==> src/rtl/serializer_10b_tx.sv <==
// rtl/serializer_10b_tx.sv - 10-bit symbol serializer with alternating K28.5 idle fill
module serializer_10b_tx #(
    parameter int               SYM_W    = 10,
    parameter logic [SYM_W-1:0] IDLE_NEG = 10'h17C,
    parameter logic [SYM_W-1:0] IDLE_POS = 10'h283,
    parameter int               UF_W     = 8
) (
    input  logic             CLK,
    input  logic             reset,
    input  logic             enable,
    input  logic [SYM_W-1:0] sym_in,
    input  logic             sym_valid,
    output logic             sym_ready,
    output logic             tx_bit,
    output logic             tx_sym_start,
    output logic             tx_idle,
    output logic [UF_W-1:0]  underflow_cnt
);
    localparam int               CNT_W    = (SYM_W > 1) ? $clog2(SYM_W) : 1;
    localparam logic [CNT_W-1:0] LAST_BIT = CNT_W'(SYM_W - 1);

    typedef enum logic {
        OFF = 1'b0,
        RUN = 1'b1
    } state_t;

    state_t           state;
    state_t           state_nxt;
    logic [SYM_W-1:0] shreg;
    logic [SYM_W-1:0] hold;
    logic [CNT_W-1:0] bit_cnt;
    logic             hold_full;
    logic             idle_sel;      // 0 = next idle is RD-, 1 = next idle is RD+
    logic             link_started;  // set by the first data symbol; gates underflow counting
    logic             load_now;
    logic             xfer;
    logic             at_last;

    assign at_last = (bit_cnt == LAST_BIT);
    assign tx_bit  = shreg[0];

    // The hold register frees up on the same edge it is loaded into shreg,
    // so a new symbol may enter then (pass-through). sym_valid is not used here.
    assign sym_ready = !hold_full || load_now;
    assign xfer      = sym_valid && sym_ready;

    always_ff @(posedge CLK or negedge reset) begin
        if (!reset) begin
            state <= OFF;
        end else begin
            state <= state_nxt;
        end
    end

    always_comb begin
        state_nxt = state;
        load_now  = 1'b0;
        case (state)
            OFF: begin
                if (enable) begin
                    load_now  = 1'b1;
                    state_nxt = RUN;
                end
            end
            RUN: begin
                // enable is only acted on at a symbol boundary so a symbol is never cut short
                if (at_last) begin
                    if (enable) begin
                        load_now = 1'b1;
                    end else begin
                        state_nxt = OFF;
                    end
                end
            end
            default: state_nxt = OFF;
        endcase
    end

    always_ff @(posedge CLK or negedge reset) begin
        if (!reset) begin
            shreg         <= '0;
            hold          <= '0;
            bit_cnt       <= '0;
            hold_full     <= 1'b0;
            idle_sel      <= 1'b0;
            link_started  <= 1'b0;
            underflow_cnt <= '0;
            tx_sym_start  <= 1'b0;
            tx_idle       <= 1'b0;
        end else begin
            if (xfer) begin
                hold      <= sym_in;
                hold_full <= 1'b1;
            end else if (load_now) begin
                hold_full <= 1'b0;
            end

            if (load_now) begin
                bit_cnt      <= '0;
                tx_sym_start <= 1'b1;
                if (hold_full) begin
                    shreg        <= hold;
                    tx_idle      <= 1'b0;
                    link_started <= 1'b1;
                end else begin
                    shreg    <= idle_sel ? IDLE_POS : IDLE_NEG;
                    idle_sel <= !idle_sel;
                    tx_idle  <= 1'b1;
                    if (link_started && (underflow_cnt != '1)) begin
                        underflow_cnt <= underflow_cnt + UF_W'(1);
                    end
                end
            end else if (state == RUN) begin
                if (!at_last) begin
                    shreg        <= shreg >> 1;
                    bit_cnt      <= bit_cnt + CNT_W'(1);
                    tx_sym_start <= 1'b0;
                end else begin
                    // stopping: line goes quiet, held symbol waits for the next start
                    shreg        <= '0;
                    bit_cnt      <= '0;
                    tx_idle      <= 1'b0;
                    tx_sym_start <= 1'b0;
                end
            end
        end
    end
endmodule

==> config.mk <==
export PLATFORM = sky130hd
export DESIGN_NAME = serializer_10b_tx
export DESIGN_NICKNAME = d
export VERILOG_FILES = /design/src/rtl/serializer_10b_tx.sv
export SDC_FILE = /design/constraint.sdc
export NUM_CORES = 1
export LEC_CHECK = 0
export CORE_MARGIN = 3
export CORE_UTILIZATION = 52
export DETAILED_ROUTE_END_ITERATION = 6
export GPL_TIMING_DRIVEN = 0
export PLACE_DENSITY = 0.82
export SYNTH_ARGS = -nofsm -noshare
export SYNTH_HDL_FRONTEND = slang
export SYNTH_SLANG_ARGS = --single-unit
==> constraint.sdc <==
create_clock -name CLK -period 1.9 [get_ports CLK]
set_input_delay 0.19 -clock CLK [delete_from_list [all_inputs] [get_ports CLK]]
set_output_delay 0.19 -clock CLK [all_outputs]
set_load 0.05 [all_outputs]
==> flow_metrics.tcl, run 1 <==
set metrics [dict create \
    setup_slack_ps 56.26 \
    port_buffers 25 \
    pre_cts_slack_ps -252.5 \
    ys_async_sr_fraction_pct 100.0 \
    slew_viol_final 0 \
    post-route-min-period_ps 1844 \
    slew-limit-headroom_pct 46.45 \
    nNetsFinal 208 \
    fillers 231 \
    crit_chain "ha_4, and3b_1, buf_6, o21ai_4, nand2_2, buf_6" \
    maxCapViolations 0 \
    cpPeakStageDelay_ps 430 \
    route.vias.total 1228 \
    synth_cell_type_count 33 \
    areaGrowthSynthToFinish_pct 28.80 \
    skew_ps 11.55 \
    die_area_um2 3960 \
    fin_cells 236 \
    core-area_um2 3078 \
    drtIter0Drc 91 \
    status "finished, final reports clean" \
    grt_util_all_layers_pct 18.30 \
    crit_required_ps 1710 \
    htreeDepth 2 \
    worst_path_most_repeated_cell "buf_6" \
    cts_tree "built" \
    place_inst 223 \
    synth_flop_cell "dfrtp_1" \
    clock.fmax_ghz 0.5424 \
    final_common_cell "dfrtp_1" \
    crit_buf_inv 2 \
    hold_violations 0 \
    grt_pass1_wl_um 5609 \
    mostFrequentLayoutCells "38 x dfrtp_1, 23 x nand2_1, 23 x clkdlybuf4s50_1, 11 x mux2_1, 9 x nor2_1" \
    critPathCaptureType "primary output" \
    wl_um 3222 \
    cts_buffers 5 \
    hpwlAfterDp_um 2249 \
    vdd_ir_drop_max_v 0.0006821 \
    fin_crit_sh_pct 97.04 \
    synth_edf_count 0 \
    grt-ovfl-total 0 \
    drive_above_1_share_pct 14.58 \
    arrival_ps 1650 \
    synth_seq_cells 38 \
    synthesis.instances 154 \
    cpMaxStageDelayCell "dfrtp_1" \
    die_x_um 62.93 \
    worst_setup_path_start_kind "flip-flop" \
    grt_pass1_vias 1266 \
    worstMarginPinSlew_ps 803.3 \
    synth_area_um2 1685 \
    rsz0062_at_grt "yes" \
    die_h_um 62.93 \
    worstSkewPairLatency_ps 340 \
    p_leak_nw 0.9917 \
    wl_per_cell_um 13.65 \
    rows 20 \
    power.density_nw_per_um2 1263 \
    worstSetupPathType "reg2out" \
    syn_area_per_cell_um2 10.94 \
    gp_congestion 0.7527 \
    grt_max_degree 39 \
    drc 0 \
    min_path_type "in2reg" \
    cts_buffer_depth 2 \
    ioPinCount 26 \
    ant_nets 0 \
    cts_root_buf "clkbuf_4" \
    diodes 0 \
    synth_nets 171 \
    start_util_pct 54.76 \
    antenna_found_initial 0 \
    cpLargestDelayFamily "flip-flops" \
    ys_seq_area_share_pct 56.42 \
    crit_fanout 5 \
    dr.pass1.iters 6 \
    power_w 0.002742 \
    reg2reg_slack_ps 60 \
    setup_viol 0 \
    viasPerCell 5.203 \
    clk_pin_slew_worst_paths_ps 110 \
    yosysWarningCount 0 \
    clock_sinks 38 \
]
==> area by class of cell <==
type                    count  area [µm²]  area share [%]
well taps                  44       55.05           2.536
multi-input cells         104       734.5           33.83
plain buffers               5       35.03           1.614
flip-flops and latches     38       950.9           43.80
repair buffers             31       297.8           13.72
clock inverters             1       30.03           1.383
inverters                   6       22.52           1.037
clock buffers               7       45.04           2.075
==> flip-flops by register name, indices dropped and copies added (netlist names), 4 cells and up <==
register	cells
bit_cnt	4
underflow_cnt	8
hold	10
shreg	10
==> repair_timing <==
action / 4_1_cts / 5_1_grt
hold buffers: 1 / 0
hold endpoints to repair: 38 / 0
pin swaps: 3 / 1
buffers inserted: 4 / 1
gates resized for setup: 14 / 8
setup endpoints to repair: 13 / 23
==> per-layer routing <==
| layer | vias up | global-route usage, % | part of all wire (%) |
|---|---|---|---|
| met1 | 598 | 22.34 | 44 |
| met4 | 0 | 5.785 | 1.3 |
| li1 | 602 | - | - |
| met3 | 6 | 5.576 | 3.9 |
| met5 | - | 0 | 0 |
| met2 | 22 | 30.83 | 51 |
==> through the flow <==
step                setup TNS [ps]  utilization, %  hold slack (ps)  cell area (µm²)
global route                -402.0           70.53            417.9             2171
detailed placement          -403.0           64.51            323.3             1986
floorplan                        0               -           -105.6             1685
finish                           0           70.53            427.6             2171
CTS                              0           69.23            424.4             2131
global placement             -6302           64.67            462.3             1991
==> worst paths after layout <==
check                      cells after the start                to       start
hold / removal                                 2         hold_full   sym_valid
setup reg to reg                               8  underflow_cnt[1]  bit_cnt[1]
max in group asynchronous                      2           hold[0]       reset
hold reg to reg                                2          shreg[1]     hold[1]
min in group asynchronous                      2          shreg[9]       reset
setup / recovery                               6         sym_ready  bit_cnt[0]
==> synthesized netlist by cell type (2+ instances only) <==
library cell   n  area [µm²]
nand3_1        5       25.02
dfrtp_1       38       950.9
nand2_1       24       90.09
clkbuf_1       3       11.26
nand2b_1       3       18.77
o22ai_1        4       25.02
o21ai_0        6       30.03
mux2_1        11       123.9
nor4_1         2       12.51
a31oi_1        6       37.54
buf_2          2       10.01
ha_1           3       37.54
o21ai_1        4       20.02
xor2_1         7       61.31
nor3_1         3       15.01
inv_1          6       22.52
nor2_1        11       41.29
==> cell families after synthesis <==
family / synth area share [%]
AND/OR/NAND/NOR: 14.55
flip-flops: 56.42
AO/OA/AOI/OAI: 10.77
multiplexers: 8.834
buffers and inverters: 3.044
XOR/XNOR: 4.158
adder cells (fa/ha/maj): 2.227
==> power by group <==
part           total (W)  internal, W  switching (W)
Combinational   0.000959     0.000449       0.000510
Clock           0.000525     0.000279       0.000246
Sequential       0.00126      0.00108       0.000176
Note: power is estimated with default switching activity, not from simulation.
==> run 2: changes to the inputs <==
--- a/config.mk
+++ b/config.mk
@@ -9,7 +9,7 @@
 export CORE_UTILIZATION = 52
 export DETAILED_ROUTE_END_ITERATION = 6
 export GPL_TIMING_DRIVEN = 0
-export PLACE_DENSITY = 0.82
+export PLACE_DENSITY = 0.75
 export SYNTH_ARGS = -nofsm -noshare
 export SYNTH_HDL_FRONTEND = slang
 export SYNTH_SLANG_ARGS = --single-unit
==> run 2 against run 1 <==
  * Combinational power shrank 5.9%
  * Non-clock buffer count shrank 3
  * Flip-flop and latch count is the same
  * Final area shrank 3.3%
  * Largest power group unchanged
==> flow_metrics.tcl, run 2 (synthesized netlist as in run 1, its figures left out) <==
set metrics [dict create \
    status "finished, final reports clean" \
    arrival_ps 2100 \
    rows 20 \
    cpPeakStageDelay_ps 410 \
    maxCapViolations 0 \
    fin_crit_sh_pct 98.51 \
    grt_util_all_layers_pct 18.06 \
    core-area_um2 3078 \
    cts_root_buf "clkbuf_4" \
    crit_required_ps 2120 \
    vdd_ir_drop_max_v 0.0007117 \
    die_area_um2 3960 \
    die_h_um 62.93 \
    viasPerCell 5.343 \
    grt_pass1_vias 1281 \
    reg.largest.list "hold x10, shreg x10, underflow_cnt x8" \
    switchingPower_w 0.0009067 \
    drive_above_1_share_pct 11.64 \
    route.vias.total 1245 \
    min_path_type "in2reg" \
    port_buffers 25 \
    wl_per_cell_um 13.40 \
    die_x_um 62.93 \
    reg2regPathDepth 6 \
    worst_setup_path_start_kind "flip-flop" \
    clock.fmax_ghz 0.5343 \
    min_path_cells 2 \
    grt_max_degree 39 \
    grt-ovfl-total 0 \
    post-route-min-period_ps 1872 \
    clock_sinks 38 \
    skew_ps 6.204 \
    critPathCaptureType "flip-flop" \
    p_leak_nw 0.9879 \
    placed_cell_area_um2 1986 \
    rsz0062_at_grt "yes" \
    crit_fanout 7 \
    wl_um 3123 \
    mostFrequentLayoutCells "38 x dfrtp_1, 23 x nand2_1, 22 x clkdlybuf4s50_1, 11 x nor2_1, 11 x mux2_1" \
    fillers 254 \
    drtIter0Drc 94 \
    setup_slack_ps 28.32 \
    cts_buffer_depth 2 \
    nNetsFinal 205 \
    diodes 0 \
    reg2reg_slack_ps 30 \
    hold_violations 0 \
    worstSkewPairLatency_ps 340 \
    gp_congestion 0.8181 \
    fin_area_um2 2100 \
    htreeDepth 2 \
    final_common_cell "dfrtp_1" \
    ioPinCount 26 \
    slew-limit-headroom_pct 46.24 \
    cts_buffers 5 \
    netSwitchingFraction_pct 35.12 \
    power.share.clock_pct 16.5 \
    cpMaxStageDelayCell "dfrtp_1" \
    grt_pass1_wl_um 5575 \
    worstSetupPathType "reg2reg" \
    slew_viol_final 0 \
    drc 0 \
    clk_pin_slew_worst_paths_ps 110 \
    hpwlAfterDp_um 2188 \
    dr.pass1.iters 4 \
    antenna_found_initial 0 \
    combPwrFrac_pct 34.9 \
    pre_cts_slack_ps -222.7 \
    worstMarginPinSlew_ps 806.5 \
    power.density_nw_per_um2 1230 \
    start_util_pct 54.76 \
    crit_chain "inv_2, ha_2, and3b_2, o2111ai_4, or3_4, mux2_4" \
    p_seq_share_pct 48.5 \
    ant_nets 0 \
    areaGrowthSynthToFinish_pct 24.57 \
    power.internal_w 0.001675 \
    cts_tree "built" \
    setup_viol 0 \
]
run 2: changes by cell type in the layout (fill, tap and decap cells not counted), sizes merged:
cell / change
bufinv: -1
dlymetal6s2s: +1
clkdlybuf4s50: -1
buf: -3
clkinv: +1
run 2: cell type report:
cell class / instances / area [µm²] / share of cell area, %
flip-flops and latches: 38 / 950.9 / 45.29
plain buffers: 4 / 23.77 / 1.132
clock inverters: 1 / 5.005 / 0.2384
repair buffers: 29 / 285.3 / 13.59
inverters: 6 / 22.52 / 1.073
clock buffers: 7 / 55.05 / 2.622
well taps: 44 / 55.05 / 2.622
multi-input cells: 104 / 701.9 / 33.43
run 2: routing by layer:
layer	share of wire, %	track usage (%)	up-vias
li1	-	-	602
met1	46	22.20	612
met2	49	29.78	27
met3	4.9	6.655	4
met4	0.67	4.959	0
met5	0	0	-
run 2: what timing repair did:
action	4_1_cts	5_1_grt
hold buffers	1	0
gates resized for setup	9	9
endpoints found under the hold margin	38	0
pin swaps	0	2
buffers inserted	2	1
endpoints found under the setup margin	11	20
run 2: power groups by stage:
stage	Sequential, W	Combinational (W)	Clock (W)
after floorplan	0.00133	0.000505	0
after global placement	0.00126	0.000798	0
after detailed placement	0.00128	0.000830	0
after CTS	0.00125	0.000889	0.000436
after global routing	0.00129	0.00101	0.000487
final	0.00125	0.000902	0.000427
run 2: per-stage QoR:
stage	TNS (ps)	hold slack [ps]	utilization [%]	cells	power (W)
floorplan	0	-105.6	-	154	0.001840
global placement	-6902	465.2	64.67	223	0.002061
detailed placement	-254.9	326.0	64.51	223	0.002106
CTS	0	432.3	67.64	234	0.002575
global route	-470.9	423.2	68.21	233	0.002787
finish	0	441.0	68.21	233	0.002582
run 2: worst max-delay path, delay by kind of cell, from the launching register on:
| family | cells | cell delay (ps) |
|---|---|---|
| and+or+nand+nor | 2 | 650 |
| adders and majority gates | 1 | 150 |
| AOI/OAI and AO/OA | 1 | 180 |
| DFF | 1 | 410 |
| muxes | 1 | 300 |
| buffers and inverters | 1 | 60 |
run 2: path summary, 6_finish.rpt:
kind                                 start                to
max in group asynchronous            reset  underflow_cnt[6]
worst min-delay path             sym_in[0]           hold[0]
worst min register to register     hold[7]          shreg[7]
worst max register to register  bit_cnt[1]  underflow_cnt[6]
min in group asynchronous            reset        bit_cnt[2]
worst max-delay path            bit_cnt[1]  underflow_cnt[6]
